`src/rtl/draw_line_brush.sv`:
```
`default_nettype none
// draw_line_brush: walks a Bresenham line and emits a clipped (2r+1)x(2r+1) brush stamp at every centre.
// Rev 1.0
module draw_line_brush #(
  parameter int COORD_W = 10,
  parameter int X_MAX   = 799,
  parameter int Y_MAX   = 599,
  parameter int R_MAX   = 7
) (
  input  logic               clk,
  input  logic               rst,
  input  logic               i_valid,
  output logic               i_ready,
  input  logic [COORD_W-1:0] i_x0,
  input  logic [COORD_W-1:0] i_y0,
  input  logic [COORD_W-1:0] i_x1,
  input  logic [COORD_W-1:0] i_y1,
  input  logic [3:0]         i_radius,
  output logic               o_valid,
  input  logic               o_ready,
  output logic [COORD_W-1:0] o_x,
  output logic [COORD_W-1:0] o_y,
  output logic               o_done,
  input  logic               i_abort
);

  localparam int SW = COORD_W + 2;

  localparam logic [2:0] S_IDLE  = 3'd0;
  localparam logic [2:0] S_SETUP = 3'd1;
  localparam logic [2:0] S_STAMP = 3'd2;
  localparam logic [2:0] S_STEP  = 3'd3;
  localparam logic [2:0] S_FIN   = 3'd4;

  localparam logic [3:0]           R_LIM = 4'(R_MAX);
  localparam logic signed [SW-1:0] X_LIM = SW'(X_MAX);
  localparam logic signed [SW-1:0] Y_LIM = SW'(Y_MAX);
  localparam logic signed [SW-1:0] S_ONE = SW'(1);

  logic [2:0]               state_q, state_d;
  logic [COORD_W-1:0]       cx_q, cx_d, cy_q, cy_d, x1_q, x1_d, y1_q, y1_d;
  logic [3:0]               r_q, r_d;
  logic signed [SW-1:0]     dx_q, dx_d, dy_q, dy_d, err_q, err_d;
  logic signed [SW-1:0]     ox_q, ox_d, oy_q, oy_d;
  logic                     sx_neg_q, sx_neg_d, sy_neg_q, sy_neg_d;

  logic signed [SW-1:0]     r_s, px, py, e2, err_tmp, adx_s, ady_s;
  logic [COORD_W-1:0]       adx, ady;
  logic                     in_range, last_off, at_end, adv;

  assign r_s      = $signed({{(SW-4){1'b0}}, r_q});
  assign px       = $signed({2'b00, cx_q}) + ox_q;
  assign py       = $signed({2'b00, cy_q}) + oy_q;
  assign in_range = !px[SW-1] && !py[SW-1] && (px <= X_LIM) && (py <= Y_LIM);
  assign last_off = (ox_q == r_s) && (oy_q == r_s);
  assign at_end   = (cx_q == x1_q) && (cy_q == y1_q);
  // A clipped candidate always advances; a visible one waits for the consumer.
  assign adv      = !in_range || o_ready;
  assign adx      = (x1_q >= cx_q) ? (x1_q - cx_q) : (cx_q - x1_q);
  assign ady      = (y1_q >= cy_q) ? (y1_q - cy_q) : (cy_q - y1_q);
  assign adx_s    = $signed({2'b00, adx});
  assign ady_s    = $signed({2'b00, ady});
  assign e2       = err_q <<< 1;

  always_ff @(posedge clk) begin
    if (!rst) state_q <= S_IDLE;
    else      state_q <= state_d;
  end

  always_comb begin
    state_d = state_q;
    case (state_q)
      S_IDLE:  if (i_valid) state_d = S_SETUP;
      S_SETUP: state_d = S_STAMP;
      S_STAMP: if (adv && last_off) state_d = at_end ? S_FIN : S_STEP;
      S_STEP:  state_d = S_STAMP;
      S_FIN:   state_d = S_IDLE;
      default: state_d = S_IDLE;
    endcase
    if (i_abort && (state_q != S_IDLE)) state_d = S_IDLE;
  end

  always_comb begin
    o_valid = (state_q == S_STAMP) && in_range;
    o_x     = o_valid ? px[COORD_W-1:0] : '0;
    o_y     = o_valid ? py[COORD_W-1:0] : '0;
    o_done  = (state_q == S_FIN);
    i_ready = (state_q == S_IDLE);
  end

  always_comb begin
    cx_d     = cx_q;
    cy_d     = cy_q;
    x1_d     = x1_q;
    y1_d     = y1_q;
    r_d      = r_q;
    dx_d     = dx_q;
    dy_d     = dy_q;
    err_d    = err_q;
    ox_d     = ox_q;
    oy_d     = oy_q;
    sx_neg_d = sx_neg_q;
    sy_neg_d = sy_neg_q;
    err_tmp  = err_q;
    case (state_q)
      S_IDLE: begin
        if (i_valid) begin
          cx_d = i_x0;
          cy_d = i_y0;
          x1_d = i_x1;
          y1_d = i_y1;
          r_d  = (i_radius > R_LIM) ? R_LIM : i_radius;
        end
      end
      S_SETUP: begin
        dx_d     = adx_s;
        dy_d     = -ady_s;
        err_d    = adx_s - ady_s;
        sx_neg_d = (x1_q < cx_q);
        sy_neg_d = (y1_q < cy_q);
        ox_d     = -r_s;
        oy_d     = -r_s;
      end
      S_STAMP: begin
        if (adv && !last_off) begin
          if (ox_q == r_s) begin
            ox_d = -r_s;
            oy_d = oy_q + S_ONE;
          end else begin
            ox_d = ox_q + S_ONE;
          end
        end
      end
      S_STEP: begin
        // Both tests use the error value from before this step.
        if (e2 >= dy_q) begin
          err_tmp = err_tmp + dy_q;
          cx_d    = sx_neg_q ? (cx_q - COORD_W'(1)) : (cx_q + COORD_W'(1));
        end
        if (e2 <= dx_q) begin
          err_tmp = err_tmp + dx_q;
          cy_d    = sy_neg_q ? (cy_q - COORD_W'(1)) : (cy_q + COORD_W'(1));
        end
        err_d = err_tmp;
        ox_d  = -r_s;
        oy_d  = -r_s;
      end
      default: ;
    endcase
  end

  always_ff @(posedge clk) begin
    if (!rst) begin
      cx_q     <= '0;
      cy_q     <= '0;
      x1_q     <= '0;
      y1_q     <= '0;
      r_q      <= '0;
      dx_q     <= '0;
      dy_q     <= '0;
      err_q    <= '0;
      ox_q     <= '0;
      oy_q     <= '0;
      sx_neg_q <= 1'b0;
      sy_neg_q <= 1'b0;
    end else begin
      cx_q     <= cx_d;
      cy_q     <= cy_d;
      x1_q     <= x1_d;
      y1_q     <= y1_d;
      r_q      <= r_d;
      dx_q     <= dx_d;
      dy_q     <= dy_d;
      err_q    <= err_d;
      ox_q     <= ox_d;
      oy_q     <= oy_d;
      sx_neg_q <= sx_neg_d;
      sy_neg_q <= sy_neg_d;
    end
  end

endmodule
`default_nettype wire

```
`config.mk`:
```
export PLATFORM = sky130hd
export DESIGN_NAME = draw_line_brush
export DESIGN_NICKNAME = d
export VERILOG_FILES = /design/src/rtl/draw_line_brush.sv
export SDC_FILE = /design/constraint.sdc
export NUM_CORES = 1
export LEC_CHECK = 0
export BUFFER_PORTS_ARGS = -buffer_cell sky130_fd_sc_hd__buf_2
export CELL_PAD_IN_SITES_DETAIL_PLACEMENT = 0
export CELL_PAD_IN_SITES_GLOBAL_PLACEMENT = 2
export CORE_MARGIN = 5
export CORE_UTILIZATION = 37
export CTS_CLUSTER_SIZE = 8
export DETAILED_ROUTE_END_ITERATION = 16
export PLACE_DENSITY = 0.87
export SETUP_SLACK_MARGIN = 0.05
export SLEW_MARGIN = 20
export SYNTH_ARGS = -nofsm -noshare
export SYNTH_HDL_FRONTEND = slang
export SYNTH_SLANG_ARGS = --single-unit
export TNS_END_PERCENT = 50
```
`constraint.sdc`:
```
create_clock -name clk -period 6.01 [get_ports clk]
set_clock_uncertainty 0.15 [all_clocks]
set_input_delay 0.601 -clock clk [delete_from_list [all_inputs] [get_ports clk]]
set_output_delay 0.601 -clock clk [all_outputs]
set_load 0.01 [all_outputs]
```
==> results of run 1 <==
[critical path, cell delays in order, from the launching register on]
cell and delay, ns:
dfxtp_1 0.55, ha_1 0.32, a211oi_1 0.30, o21bai_1 0.17, a21oi_1 0.39, nor4_1 0.10, nor3_1 0.27, mux2i_1 0.41
nand3_1 0.11, or3_1 0.62, inv_2 0.29, and2_1 0.17, buf_2 0.13
[synth_stat cells (all sizes together), types with 14 or more instances]
cell / instances
a21oi: 146
nand2: 134
ha: 129
inv: 112
dfxtp: 106
nor2: 95
o21ai: 59
clkbuf: 50
xnor2: 48
a211oi: 44
nor3: 39
xor2: 34
a21o: 32
nand3: 32
mux2i: 23
nor2b: 19
and2: 15
and3: 15
nor4: 15
mux2: 14
[flip-flops by register name, summed over array words and instances, names as in the netlist]
name      flops
y1_q         10
dy_q         12
cy_q         10
cx_q         10
state_q       3
sy_neg_q      1
x1_q         10
oy_q         12
err_q        11
dx_q         10
r_q           4
ox_q         12
sx_neg_q      1
[through the flow]
stage | cells | hold WS (ns)
2_1_floorplan | 1345 | 0.2896
6_report | 1767 | 0.3153
4_1_cts | 1767 | 0.3059
3_5_place_dp | 1751 | 0.3158
3_3_place_gp | 1751 | 0.3051
5_1_grt | 1767 | 0.3117
[metal layers]
layer	part of all wire, %	track usage (%)
met1	47	25.24
met2	48	33.22
met3	3.3	2.371
met4	1.9	4.578
met5	0	0
[worst max path at each step]
stage / endpoint / slack, ns / depth (start not counted)
global placement: err_q[10] / 1.19 / 18
floorplan: err_q[10] / 1.43 / 23
finish: o_y[0] / 1.07 / 12
global route: o_y[0] / 0.71 / 14
CTS: o_y[8] / 0.95 / 12
detailed placement: err_q[10] / 1.18 / 18
[placed cells by master (no fill, tap or decap), drive strengths merged, types with 6 or more instances in the layout]
| master | count |
|---|---|
| a21o | 32 |
| a221oi | 6 |
| nand4 | 12 |
| a211oi | 44 |
| o21a | 9 |
| a31oi | 8 |
| nand2 | 134 |
| buf | 85 |
| mux2i | 23 |
| fa | 11 |
| o211ai | 11 |
| inv | 115 |
| nor2 | 95 |
| clkbuf | 9 |
| o21bai | 12 |
| a21oi | 146 |
| xnor2 | 48 |
| o31a | 6 |
| dfxtp | 106 |
| or2 | 7 |
| nand2b | 6 |
| o31ai | 10 |
| and3 | 15 |
| mux2 | 14 |
| o22ai | 8 |
| nor3 | 39 |
| nor4 | 15 |
| ha | 129 |
| and2 | 15 |
| nand3 | 32 |
| o21ai | 59 |
| nor2b | 19 |
| xor2 | 34 |
[layout make-up]
class                   instances  area, sq um
multi-input cells            1069         7556
well taps                     378        473.0
repair buffers                 85        460.4
clock inverters                 7        62.56
fillers                      2914        16380
inverters                     113        424.2
flip-flops and latches        106         2122
clock buffers                   9        225.2
[cells by family (layout without fill, tap and decap cells)]
| logic type | count (synthesis) | after routing | share of synthesized area (%) |
|---|---|---|---|
| AND/OR/NAND/NOR | 412 | 412 | 19.29 |
| AO/OA/AOI/OAI | 398 | 398 | 25.15 |
| buffers and inverters | 170 | 214 | 6.461 |
| adder cells (fa/ha/maj) | 140 | 140 | 17.74 |
| flip-flops | 106 | 106 | 20.52 |
| XOR/XNOR | 82 | 82 | 7.090 |
| multiplexers | 37 | 37 | 3.751 |
[power breakdown]
| group | internal, mW | leakage, nW | switching, mW |
|---|---|---|---|
| sequential | 0.828 | 0.869 | 0.193 |
| combinational | 1.41 | 3.90 | 1.91 |
| clock | 0.290 | 0.132 | 0.320 |
==> impl_metrics.yaml, run 1 <==
setup_path:
  cp_data_arrival_time_ns: 4.19
  path_max_fanout: 12
  cp_data_required_time_ns: 5.26
  r2r_setup_slack_ns: 1.10
  cp-startpoint: "cx_q[1]"
  startpoint_type: "flip-flop"
  rr_worst_depth: 18
  timing.rr.start: "cy_q[1]"
  end_kind: "primary output"
  path_class: "flip-flop to primary output"
  r2r_end: "err_q[10]"
global_routing:
  grt_usage_pct: 19.10
  antenna_found_initial: 0
  grt_first_pass_wirelength_mm: 48.36
  grt_start_max_net_pins: 51
  grt_pass1_vias: 9114
  globalRoute.totalOverflow: 0
clock_network:
  htreeDepth: 3
  cts.sinks: 106
  cts_resized: 0
  cts_made_buffers: 9
  cts_tree: "yes"
  cts_setup_buffers: 0
  clk_pin_slew_ns: 0.08
  cts_hold_buf: 0
  clk_latency_ns: 0.37
  root_buffer: "clkbuf_16"
  clock_path_buffers: 2
route:
  route.detailed.drc: 0
  vias: 9581
  dr.pass1.iters: 5
  via_per_inst: 5.422
  routedWlPerCell_um: 17.02
  drtIter0Drc: 547
  ant_nets: 0
  routed_wl_mm: 30.08
synth:
  synthFlopType: "dfxtp_1"
  synth_top_cell_area_share_pct: 20.52
  ys_seq_area_share_pct: 20.52
  synth-async-reset-ratio_pct: 0
  yosys.area.top_type: "dfxtp_1"
  avgSynthCellArea_sq_um: 7.689
  synth_fp_nets: 1534
  ys_ff_latch: 106
  synth.yosys.warnings: 0
  synth_edf_count: 0
  ys_types: 83
  synth_area_sq_um: 10340
  synth_cells: 1345
  synth_area_leaders: "dfxtp_1 21%, ha_1 16%, a21oi_1 7.0%"
min_path:
  hp-class: "primary input to flip-flop"
  hold_end: "x1_q[9]"
  hold_start: "i_x1[9]"
  hold_path_depth: 3
timing:
  hold_viol: 0
  tightest_slew_ns: 0.8942
  drv_slew: 0
  max_freq_mhz: 202.4
  rsz0062_at_grt: "false"
  final.min_clock_period_ns: 4.940
  setup_tns_ns: 0
  setup_violations: 0
  layout_setup_ws_ns: 1.070
  max_slew_margin_pct: 39.84
  period_share_pct: 82.19
final_layout:
  fin_util_pct: 40.87
  nets: 1573
  synthToLayoutAreaGrowth_pct: 9.498
  stdcell_area_sq_um: 11320
  layout-drive-gt1-share_pct: 10.94
  antenna_cells: 0
placed_design:
  port_buffers: 71
  dp.final_hpwl_mm: 23.65
  place_area_sq_um: 11040
  gp_congestion: 0.8307
  pre_cts_ws_ns: 1.183
power:
  leakage_nw: 4.902
  power_mw: 4.953
  powerDensity_nw_per_um2: 437.4
  irDropWorstVdd_mv: 0.2118
status:
  outcome: "complete, no violations"
die:
  fp.dieArea_sq_um: 31390
  io_pins: 72
  start_util_pct: 37.33
  num_rows: 61
  fp.dieW_um: 177.2
  die_y_um: 177.2
  coreArea_sq_um: 27710
job:
  cap_viol_max_count: 0
No activity file was read; power rests on OpenSTA's default activity.
==> inputs of run 2 (changes only) <==
clock period = 4.7 ns   (was 6.01 ns; I/O delays follow)
==> run 2 against run 1 <==
  * Cell count increased by 3.0%
  * Sequential share of layout area decreased by 0.78 points
  * Total power increased by 37%
  * Combinational power increased by 40%
==> impl_metrics.yaml, run 2 (same netlist as run 1, synthesis figures left out) <==
status:
  outcome: "complete, no violations"
final_layout:
  final_cells: 1820
  synthToLayoutAreaGrowth_pct: 14.39
  antenna_cells: 0
  reg.largest.list: "dy_q (12), ox_q (12), oy_q (12)"
  final_common_cell: "a21oi_1"
  layout_common_cells: "142 x a21oi_1, 134 x nand2_1, 129 x ha_1, 111 x inv_1, 104 x dfxtp_1"
  layout-drive-gt1-share_pct: 14.98
  nets: 1626
route:
  via_per_inst: 5.348
  drtIter0Drc: 631
  dr.pass1.iters: 5
  routedWlPerCell_um: 16.76
  vias: 9734
  route.detailed.drc: 0
  routed_wl_mm: 30.51
  ant_nets: 0
setup_path:
  rr_worst_depth: 21
  r2r_setup_slack_ns: 0.38
  end_kind: "primary output"
  timing.rr.start: "err_q[0]"
  path_class: "flip-flop to primary output"
  r2r_end: "err_q[10]"
  cp-startpoint: "oy_q[0]"
  cp_cell_sequence: "ha_1, inv_1, fa_1, nor2b_1, o31a_1, o21ai_1, a21oi_1, o21ai_0, o32ai_1, nand3_1, or3_1, buf_4, nor3_1, buf_2"
  crit_path_top_delay_cell: "dfxtp_2"
  cp_data_required_time_ns: 4.08
  cp_data_arrival_time_ns: 3.70
  endpoint: "o_x[3]"
  slowest_delay_ns: 0.40
  path_max_fanout: 9
  startpoint_type: "flip-flop"
die:
  io_pins: 72
  die_y_um: 177.2
  num_rows: 61
  fp.dieW_um: 177.2
  coreArea_sq_um: 27710
  start_util_pct: 37.33
  fp.dieArea_sq_um: 31390
placed_design:
  pre_cts_ws_ns: 0.1430
  port_buffers: 71
  dp.final_hpwl_mm: 24.26
  dpl.cell_count: 1804
  gp_congestion: 0.8627
clock_network:
  clk_latency_ns: 0.37
  clk_pin_slew_ns: 0.08
  cts.sinks: 106
  cts_tree: "yes"
  clock_path_buffers: 2
  cts_made_buffers: 9
  root_buffer: "clkbuf_16"
  htreeDepth: 3
global_routing:
  grt_usage_pct: 19.40
  grt_start_max_net_pins: 50
  globalRoute.totalOverflow: 0
  grt_pass1_vias: 9384
  antenna_found_initial: 0
  grt_first_pass_wirelength_mm: 49.48
power:
  p_int_mw: 3.604
  leakage_nw: 5.201
  powerDensity_nw_per_um2: 572.6
  pwr-share-clk_pct: 13.0
  pwr-share-comb_pct: 68.5
  switchingPower_mw: 3.168
  switching_share_pct: 46.78
  p_seq_share_pct: 18.6
  irDropWorstVdd_mv: 0.2852
timing:
  period_share_pct: 91.99
  max_freq_mhz: 231.3
  drv_slew: 0
  hold_viol: 0
  final.min_clock_period_ns: 4.324
  setup_tns_ns: 0
  whs_ns: 0.1885
  layout_setup_ws_ns: 0.3763
  setup_violations: 0
  tightest_slew_ns: 0.8746
  rsz0062_at_grt: "false"
  max_slew_margin_pct: 41.55
min_path:
  hp-class: "primary input to flip-flop"
job:
  cap_viol_max_count: 0
==> run 2: routing by layer <==
metal  track usage, %  wire (um)  vias to the layer above
met3            1.944        879                       23
met1            26.95      15040                     4549
met4            4.803        454                        0
met5                0          0                        -
met2            32.41      14140                      155
li1                 -          -                     5007
==> run 2: per-stage QoR <==
| step | area [sq um] | util [%] | power (mW) |
|---|---|---|---|
| global route | 11830 | 42.70 | 7.357 |
| floorplan | 10340 | - | 4.561 |
| finish | 11830 | 42.70 | 6.773 |
| detailed placement | 11430 | 41.27 | 5.836 |
| global placement | 11430 | 41.27 | 5.826 |
| CTS | 11780 | 42.50 | 6.740 |
==> run 2: worst min-delay path by stage <==
stage	start	slack, ns	cells past startpoint	end
2_1_floorplan	state_q[2]	0.29	1	state_q[1]
3_3_place_gp	y1_q[9]	0.31	2	y1_q[9]
3_5_place_dp	dy_q[2]	0.32	2	dy_q[2]
4_1_cts	i_y1[7]	0.18	3	y1_q[7]
5_1_grt	i_y1[7]	0.20	3	y1_q[7]
6_report	i_y1[7]	0.19	3	y1_q[7]
==> run 2: power groups by stage <==
| stage | Clock, mW | Combinational, mW | Sequential (mW) |
|---|---|---|---|
| after floorplan | 0 | 3.33 | 1.23 |
| after global placement | 0 | 4.55 | 1.28 |
| after detailed placement | 0 | 4.56 | 1.28 |
| after CTS | 0.893 | 4.59 | 1.26 |
| after global routing | 0.925 | 5.15 | 1.28 |
| final | 0.880 | 4.64 | 1.26 |
==> run 2: critical path: cells and delay by family, from the launching register on <==
kind	cells	cell delay, ns
AO/OA/AOI/OAI	5	0.94
flip-flops	1	0.40
AND/OR/NAND/NOR	4	0.92
buffers and inverters	3	0.45
adder cells (fa/ha/maj)	2	0.62
==> run 2: final cells by class <==
| type | instances | area [sq um] |
|---|---|---|
| fill | 2850 | 15880 |
| timing repair buffer | 138 | 858.3 |
| tap | 378 | 473.0 |
| multi-input combinational | 1069 | 7612 |
| clock inverter | 6 | 97.59 |
| inverter | 113 | 424.2 |
| sequential | 106 | 2125 |
| clock buffer | 10 | 239.0 |
==> run 2: repair_timing <==
item,CTS,global route
buffers inserted,0,0
hold buffers,0,0
pin swaps,0,2
gates cloned,0,0
endpoints found under the setup margin,2,25
gates resized for setup,1,16
==> inputs of run 3 (changes only) <==
PLACE_DENSITY = 0.79   (was 0.87)
==> run 3 against run 2 <==
  * Core utilization is 0.19 points lower
  * Clock power down 5.2%
  * Maximum frequency decreased by 2.1%
  * Register-to-register slack worse by 0.09 ns
  * Critical endpoint is now o_y[2]
  * Largest power group unchanged
==> impl_metrics.yaml, run 3 (same netlist as run 1, synthesis figures left out) <==
global_routing:
  grt_pass1_vias: 9623
  grt_start_max_net_pins: 43
  grt_first_pass_wirelength_mm: 52.54
  antenna_found_initial: 0
  globalRoute.totalOverflow: 0
  grt_usage_pct: 21.05
setup_path:
  end_kind: "primary output"
  cp_top_family: "simple AND/OR/NAND/NOR gates"
  cp_data_required_time_ns: 4.08
  cp_data_arrival_time_ns: 3.80
  crit_buf_inv: 2
  r2r_end: "err_q[10]"
  crit_path_top_delay_cell: "or3_4"
  slowest_delay_ns: 0.51
  cp_cell_sequence: "ha_1, inv_1, fa_1, nor2b_1, o31a_1, o21ai_1, a21oi_1, o21ai_0, o32ai_1, nand3_1, or3_4, nor3_1, buf_2"
  startpoint_type: "flip-flop"
  timing.rr.start: "dy_q[1]"
  path_class: "flip-flop to primary output"
  rr_worst_depth: 22
  r2r_setup_slack_ns: 0.28
  path_max_fanout: 10
final_layout:
  n_fill_cell: 2943
  antenna_cells: 0
  fin_util_pct: 42.51
  final_cells: 1814
  reg.largest.list: "dy_q (12), ox_q (12), oy_q (12)"
  synthToLayoutAreaGrowth_pct: 13.88
  final_common_cell: "a21oi_1"
  nets: 1620
  layout_common_cells: "139 x a21oi_1, 134 x nand2_1, 129 x ha_1, 111 x inv_1, 104 x dfxtp_1"
  layout-drive-gt1-share_pct: 14.83
  stdcell_area_sq_um: 11780
timing:
  max_slew_margin_pct: 45.96
  max_freq_mhz: 226.3
  tightest_slew_ns: 0.7901
  layout_setup_ws_ns: 0.2820
  whs_ns: 0.1825
  final.min_clock_period_ns: 4.418
  setup_violations: 0
  rsz0062_at_grt: "true"
  drv_slew: 0
  hold_viol: 0
  period_share_pct: 94.00
min_path:
  hold_path_depth: 3
  hp-class: "primary input to flip-flop"
  hold_end: "y1_q[2]"
  hold_start: "i_y1[2]"
power:
  irDropWorstVdd_mv: 0.3237
  leakage_nw: 5.158
  powerDensity_nw_per_um2: 578.2
clock_network:
  cts_tree: "yes"
  cts_hold_buf: 0
  cts_made_buffers: 9
  clock_path_buffers: 2
  cts.sinks: 106
  clk_pin_slew_ns: 0.08
  root_buffer: "clkbuf_16"
  clk_latency_ns: 0.38
  htreeDepth: 3
route:
  ant_nets: 0
  routed_wl_mm: 33.08
  via_per_inst: 5.459
  drtIter0Drc: 561
  dr.pass1.iters: 5
  vias: 9903
  route.detailed.drc: 0
  routedWlPerCell_um: 18.24
die:
  num_rows: 61
  die_y_um: 177.2
  fp.dieArea_sq_um: 31390
  start_util_pct: 37.33
  fp.dieW_um: 177.2
  coreArea_sq_um: 27710
  io_pins: 72
placed_design:
  dpl.cell_count: 1797
  dp.final_hpwl_mm: 25.94
  place_area_sq_um: 11390
  gp_congestion: 0.9197
  pre_cts_ws_ns: 0.07715
  port_buffers: 71
job:
  cap_viol_max_count: 0
status:
  outcome: "complete, no violations"
run 3: changes by cell type in the layout (fill, tap and decap cells not counted), sizes merged:
cell,delta
buf,-6
clkinv,+2
bufinv,-1
clkinvlp,-1
run 3: tightest hold or removal path, stage by stage:
cell and delay, ns:
buf_2 0.09, nand2_1 0.04, a21oi_1 0.05
run 3: stage by stage:
| stage | setup TNS (ns) | total power, mW |
|---|---|---|
| after floorplan | 0 | 4.561 |
| after global placement | 0 | 5.865 |
| after detailed placement | 0 | 5.864 |
| after CTS | 0 | 6.734 |
| after global routing | -0.001372 | 7.398 |
| final | 0 | 6.809 |
run 3: worst max-delay path by stage:
stage                     startpoint   endpoint  slack (ns)  depth (start not counted)
after detailed placement    err_q[0]  err_q[10]        0.08                         21
after global routing         dy_q[1]  err_q[10]      -0.001                         22
final                        cy_q[0]     o_y[2]        0.28                         13
after floorplan              dy_q[1]  err_q[10]        0.12                         23
after global placement       dy_q[1]  err_q[10]        0.14                         22
after CTS                   err_q[0]  err_q[10]         0.1                         21
run 3: cell type report:
class                           count  area (sq um)  area share (%)
Multi-Input combinational cell   1069          7621           64.72
Sequential cell                   106          2125           18.04
Timing Repair Buffer              132         829.5           7.044
Tap cell                          378         473.0           4.016
Inverter                          113         426.7           3.623
Clock buffer                       10         229.0           1.944
Clock inverter                      6         72.57          0.6162
run 3: per-layer routing:
metal / vias up / wire length (um) / GRT usage (%)
met5: - / 0 / 0
met4: 0 / 779 / 5.932
met3: 41 / 1108 / 2.734
met2: 187 / 15440 / 34.85
met1: 4687 / 15750 / 28.79
li1: 4988 / - / -
run 3: timing repair:
item | 4_1_cts | 5_1_grt
gates resized for setup | 3 | 19
pin swaps | 0 | 3
buffers inserted | 0 | 1
endpoints found under the setup margin | 17 | 26
run 3: power by group:
group          internal (mW)  switching [mW]
registers               1.06           0.201
clock network          0.421           0.413
logic                   2.03            2.69
total                   3.51            3.30
